==> src/rtl/finish_seq_pkg.sv <==
// finish_seq_pkg: shared definitions for the finish sequencer.
//   seq_state_e  : sequencer FSM states (S_DONE and S_FAIL are terminal)
//   MAX_REQ      : largest supported requester count
//   cnt_width()  : register width able to hold the values 0..n-1 (minimum 1)
package finish_seq_pkg;

  localparam int unsigned MAX_REQ = 16;

  typedef enum logic [1:0] {
    S_IDLE,
    S_WAIT_ACK,
    S_DONE,
    S_FAIL
  } seq_state_e;

  function automatic int unsigned cnt_width(input int unsigned n);
    return (n <= 2) ? 1 : $clog2(n);
  endfunction

endpackage

==> src/rtl/finish_sequencer_rr_arbiter.sv <==
// rr_arbiter: combinational round-robin pick over the pending bitmap.
//   pending [NUM_REQ-1:0] : requesters waiting for the report channel
//   rr_ptr  [PTR_W-1:0]   : index searched first
//   winner  [NUM_REQ-1:0] : one-hot first pending index at/after rr_ptr,
//                           wrapping to 0; all-zero if nothing pending
module rr_arbiter #(
  parameter int unsigned NUM_REQ = 4,
  parameter int unsigned PTR_W   = 2
) (
  input  logic [NUM_REQ-1:0] pending,
  input  logic [PTR_W-1:0]   rr_ptr,
  output logic [NUM_REQ-1:0] winner
);

  logic [NUM_REQ-1:0] hi_pick;
  logic [NUM_REQ-1:0] lo_pick;
  logic               hi_found;
  logic               lo_found;

  // Wrap-around search split into two linear scans: the first pending index
  // at/after the pointer wins; otherwise the lowest pending index wins.
  always_comb begin
    hi_pick  = '0;
    lo_pick  = '0;
    hi_found = 1'b0;
    lo_found = 1'b0;
    for (int unsigned j = 0; j < NUM_REQ; j++) begin
      if (pending[j] && (j >= 32'(rr_ptr)) && !hi_found) begin
        hi_pick[j] = 1'b1;
        hi_found   = 1'b1;
      end
      if (pending[j] && !lo_found) begin
        lo_pick[j] = 1'b1;
        lo_found   = 1'b1;
      end
    end
    winner = hi_found ? hi_pick : lo_pick;
  end

endmodule

==> src/rtl/finish_sequencer.sv <==
// finish_sequencer: collects one completion report (rising edge of
// req_ready) per requester and serialises them over a shared report channel
// with round-robin grants.
//   clk, rst      : clock; asynchronous active-high reset
//   req_ready     : per-requester ready level, 0->1 is a completion report
//   report_ack    : report channel accepted the granted report
//   grant         : one-hot grant of the report channel, zero when idle
//   all_finished  : every requester has been acknowledged
//   timed_out     : completion did not happen within TIMEOUT_CYCLES
//   seen          : acknowledged-requester bitmap
// Optional macro FINISH_SEQ_TIMEOUT_EN adds the completion timeout; without
// it timed_out is tied low and S_FAIL is unreachable.
module finish_sequencer #(
  parameter int unsigned NUM_REQ        = 4,
  parameter int unsigned TIMEOUT_CYCLES = 64
) (
  input  logic               clk,
  input  logic               rst,
  input  logic [NUM_REQ-1:0] req_ready,
  input  logic               report_ack,
  output logic [NUM_REQ-1:0] grant,
  output logic               all_finished,
  output logic               timed_out,
  output logic [NUM_REQ-1:0] seen
);

  import finish_seq_pkg::*;

  localparam int unsigned PTR_W = cnt_width(NUM_REQ);

  seq_state_e         state_q, state_d;
  logic [NUM_REQ-1:0] grant_q, grant_d;
  logic [NUM_REQ-1:0] pending_q, pending_d;
  logic [NUM_REQ-1:0] seen_q, seen_d;
  logic [NUM_REQ-1:0] prev_q;
  logic [PTR_W-1:0]   rr_ptr_q, rr_ptr_d;
  logic [NUM_REQ-1:0] rise;
  logic [NUM_REQ-1:0] winner;
  int unsigned        ack_idx;

`ifdef FINISH_SEQ_TIMEOUT_EN
  localparam int unsigned CNT_W = cnt_width(TIMEOUT_CYCLES);
  logic             started_q, started_d;
  logic [CNT_W-1:0] cnt_q, cnt_d;
  logic             expire;
`endif

  rr_arbiter #(
    .NUM_REQ (NUM_REQ),
    .PTR_W   (PTR_W)
  ) u_arb (
    .pending (pending_q),
    .rr_ptr  (rr_ptr_q),
    .winner  (winner)
  );

  always_comb begin
    rise      = req_ready & ~prev_q;
    state_d   = state_q;
    grant_d   = grant_q;
    seen_d    = seen_q;
    rr_ptr_d  = rr_ptr_q;
    // Only the first report per requester counts.
    pending_d = pending_q | (rise & ~seen_q & ~grant_q);
    ack_idx   = 0;
    for (int unsigned k = 0; k < NUM_REQ; k++) begin
      if (grant_q[k]) ack_idx = k;
    end

    case (state_q)
      S_IDLE: begin
        if (|pending_q) begin
          grant_d = winner;
          state_d = S_WAIT_ACK;
        end
      end
      S_WAIT_ACK: begin
        if (report_ack) begin
          grant_d   = '0;
          pending_d = pending_d & ~grant_q;
          seen_d    = seen_q | grant_q;
          rr_ptr_d  = PTR_W'((ack_idx + 1) % NUM_REQ);
          state_d   = (&seen_d) ? S_DONE : S_IDLE;
        end
      end
      default: ;
    endcase

`ifdef FINISH_SEQ_TIMEOUT_EN
    started_d = started_q;
    cnt_d     = cnt_q;
    expire    = 1'b0;
    if ((state_q == S_IDLE) || (state_q == S_WAIT_ACK)) begin
      if (started_q) begin
        if (cnt_q == CNT_W'(TIMEOUT_CYCLES - 1)) expire = 1'b1;
        else                                     cnt_d  = cnt_q + 1'b1;
      end else if (|rise) begin
        started_d = 1'b1;
      end
    end
    // A final ack on the expiry edge still completes.
    if (expire && (state_d != S_DONE)) begin
      state_d = S_FAIL;
      grant_d = '0;
    end
`endif
  end

  always_ff @(posedge clk or posedge rst) begin
    if (rst) begin
      state_q   <= S_IDLE;
      grant_q   <= '0;
      pending_q <= '0;
      seen_q    <= '0;
      prev_q    <= '0;
      rr_ptr_q  <= '0;
`ifdef FINISH_SEQ_TIMEOUT_EN
      started_q <= 1'b0;
      cnt_q     <= '0;
`endif
    end else begin
      state_q   <= state_d;
      grant_q   <= grant_d;
      pending_q <= pending_d;
      seen_q    <= seen_d;
      prev_q    <= req_ready;
      rr_ptr_q  <= rr_ptr_d;
`ifdef FINISH_SEQ_TIMEOUT_EN
      started_q <= started_d;
      cnt_q     <= cnt_d;
`endif
    end
  end

  assign grant        = grant_q;
  assign seen         = seen_q;
  assign all_finished = (state_q == S_DONE);
`ifdef FINISH_SEQ_TIMEOUT_EN
  assign timed_out    = (state_q == S_FAIL);
`else
  assign timed_out    = 1'b0;
`endif

endmodule
==> config.mk <==
export PLATFORM = sky130hd
export DESIGN_NAME = finish_sequencer
export DESIGN_NICKNAME = d
export VERILOG_FILES = /design/src/rtl/finish_seq_pkg.sv /design/src/rtl/finish_sequencer_rr_arbiter.sv /design/src/rtl/finish_sequencer.sv
export SDC_FILE = /design/constraint.sdc
export NUM_CORES = 1
export LEC_CHECK = 0
export CORE_MARGIN = 1
export CORE_UTILIZATION = 35
export CTS_CLUSTER_SIZE = 8
export DETAILED_ROUTE_END_ITERATION = 16
export PLACE_DENSITY = 0.59
export SETUP_SLACK_MARGIN = 0.1
export SKIP_CTS_REPAIR_TIMING = 1
export SYNTH_ARGS = -nofsm -noshare
export SYNTH_HDL_FRONTEND = slang
export SYNTH_SLANG_ARGS = --single-unit
==> constraint.sdc <==
create_clock -name clk -period 1.4 [get_ports clk]
set_input_delay 0.28 -clock clk [delete_from_list [all_inputs] [get_ports clk]]
set_output_delay 0.28 -clock clk [all_outputs]
set_load 0.02 [all_outputs]
==> qor.csv <==
stage;metric;value;unit
placed_design;place_area;1214;sq um
power_and_ir_drop;power_density;742.6;nW/um^2
sta;setup_ws;36.49;ps
power_and_ir_drop;leakagePower;0.7785;nW
clocking;clk_transition_reported_paths;110;ps
logic_synthesis;synth_fa_ha_area_frac;0;
layout;fin_nets;128;
critical_path;critPathMaxFanout;4;
clocking;htree_levels;1;
logic_synthesis;synthMuxAreaShare;0;
floorplanning;fp.coreArea;2318;sq um
global_routing;grt_pass1_vias;747;
min_path;hold_class;input port to asynchronous set/reset pin;
floorplanning;rows;17;
layout;drive_gt1_frac;0.2667;
logic_synthesis;ys_ff_latch;20;
critical_path;cp-end-kind;register;
global_routing;gr-usage-all-layers;0.1698;
critical_path;cp.arrival;1600;ps
layout;final_cell_mix;dfrtp_1 (20), buf_4 (20), dlymetal6s2s_1 (8), nor2_1 (7), clkdlybuf4s50_1 (6);
power_and_ir_drop;peakVddDrop;0.5323;mV
clocking;clock_sinks;20;
clocking;numCtsBuffers;3;
sta;finalClockSkew;4.743;ps
routing;first_iter_violations;8;
sta;period_minus_slack;1364;ps
placed_design;hpwl;1.463;mm
sta;hold_viol;0;
logic_synthesis;syn_inst;84;
layout;n_antenna_cell;0;
clocking;cts_root_buf;clkbuf_4;
critical_path;reg2reg_depth;3;
placed_design;pre_cts_ws;-65.40;ps
layout;layout-area-overhead-vs-synth;42.46;%
outcome;outcome;finished, final reports clean;
sta;finalCritPeriodShare;0.9739;
routing;firstDrtPassIters;4;
logic_synthesis;ys_types;30;
global_routing;antenna_found_initial;0;
floorplanning;fp.dieH;52.59;um
logic_synthesis;synth-compound-area-share;0.2123;
placed_design;routabilityCongestion;0.8255;
layout;fillers;208;
routing;viasPerCell;5.068;
layout;multiInputGateArea;364.1;sq um
sta;finalSetupViolations;0;
global_routing;overflow;0;
layout;fin_area;1276;sq um
routing;via_count;750;
critical_path;r2r_slack;40;ps
global_routing;grt_max_degree;21;
layout;regArea;500.5;sq um
clocking;clockBufferDepth;2;
logic_synthesis;syn_avg_cell_area;10.66;sq um
logic_synthesis;synth_nets;91;
critical_path;required;1640;ps
clocking;worstSkewPairLatency;290;ps
floorplanning;start_util;0.3864;
critical_path;cp-start-kind;register;
run;cap_violations;0;
logic_synthesis;post_synth_xor_area_fraction;0.009777;
critical_path;worstSetupPathType;register to register;
routing;drc;0;
placed_design;io_buffers;15;
routing;post_drt_wl_per_cell;13.67;um
clocking;cts_tree;built;
routing;antenna_left;0;
logic_synthesis;synth-seq-area-share;0.5587;
sta;clock.fmax;733.4;MHz
floorplanning;pin_count;17;
logic_synthesis;synth-simple-area-share;0.1746;
sta;rsz0062_at_grt;yes;
sta;slew_viol_final;0;
global_routing;grt_pass1_wl;3.367;mm
routing;postRouteWirelength;2.023;mm
logic_synthesis;synth_top_family_by_area;compound AO/OA/AOI/OAI gates;
floorplanning;dieArea;2766;sq um
logic_synthesis;ys_warn_count;0;
power_and_ir_drop;finalPower;0.9477;mW
logic_synthesis;syn-cell-area;895.9;sq um
floorplanning;dieWidth;52.59;um
==> path summary, 6_finish.rpt <==
path / endpoint / startpoint
setup / recovery: grant[0] / pending_q[0]
hold reg to reg: seen[2] / seen[2]
max in group asynchronous: grant[3] / rst
setup reg to reg: grant[0] / pending_q[0]
min in group clk: prev_q[0] / req_ready[0]
hold / removal: seen[0] / rst
==> through the flow <==
step / std cells / hold slack, ps / setup TNS (ps) / util
4_1_cts: 148 / 293.9 / -1555 / 0.5391
3_3_place_gp: 144 / 464.1 / -115.9 / 0.5235
6_report: 148 / 291.5 / 0 / 0.5505
3_5_place_dp: 144 / 473.2 / -474.0 / 0.5235
2_1_floorplan: 84 / 243.8 / 0 / -
5_1_grt: 148 / 318.8 / -14.28 / 0.5505
==> logic make-up (layout without fill, tap and decap cells) <==
group | count (synthesis) | after routing
other cells | 1 | 1
buf+inv | 8 | 44
simple gates | 28 | 28
xor+xnor | 1 | 1
flops | 20 | 20
compound gates | 26 | 26
==> metal layers <==
metal	share of wire	wire, um	global-route usage	up-vias
li1	-	-	-	368
met1	0.47	956	0.2336	358
met2	0.47	943	0.2700	22
met3	0.053	107	0.02899	2
met4	0.0079	16	0.05263	0
met5	0	0	0	-
==> worst max-delay path: stages (launching register included) <==
cell and delay, ps:
dfrtp_1 390, or4_4 560, a21oi_4 190, a32o_1 160
==> synthesized netlist by cell type (all sizes together) <==
| cell type | number | share of area |
|---|---|---|
| a21o | 5 | 0.042 |
| a21oi | 4 | 0.035 |
| a22o | 1 | 0.011 |
| a31oi | 1 | 0.0070 |
| a32o | 4 | 0.045 |
| and2 | 2 | 0.015 |
| and3 | 2 | 0.014 |
| and3b | 1 | 0.0098 |
| buf | 3 | 0.020 |
| conb | 1 | 0.0042 |
| dfrtp | 20 | 0.56 |
| inv | 5 | 0.021 |
| nand2 | 5 | 0.021 |
| nand3 | 2 | 0.011 |
| nand3b | 1 | 0.0084 |
| nor2 | 7 | 0.029 |
| nor2b | 3 | 0.021 |
| nor3b | 1 | 0.0084 |
| nor4b | 1 | 0.0098 |
| o211ai | 1 | 0.0084 |
| o21ai | 6 | 0.034 |
| o22ai | 2 | 0.014 |
| o31ai | 2 | 0.017 |
| or2 | 1 | 0.0070 |
| or3 | 1 | 0.0070 |
| or4 | 1 | 0.013 |
| xor2 | 1 | 0.0098 |
==> registers in the layout, summed over array words and instances, names as in the netlist <==
name and count:
grant 4, pending_q 4, prev_q 4, rr_ptr_q 2, seen 4, state_q 2
==> layout make-up <==
type                            count  share of cell area
Timing Repair Buffer               35              0.2520
Multi-Input combinational cell     56              0.2853
Clock buffer                        4             0.02843
Inverter                            5             0.01471
Tap cell                           28             0.02745
Sequential cell                    20              0.3922
==> power breakdown <==
group	switching (mW)	total, mW	internal (mW)	leakage, nW
clock network	0.166	0.325	0.158	0.0210
registers	0.00160	0.585	0.583	0.239
logic	0.0192	0.0384	0.0192	0.519
Note: power is estimated with default switching activity, not from simulation.
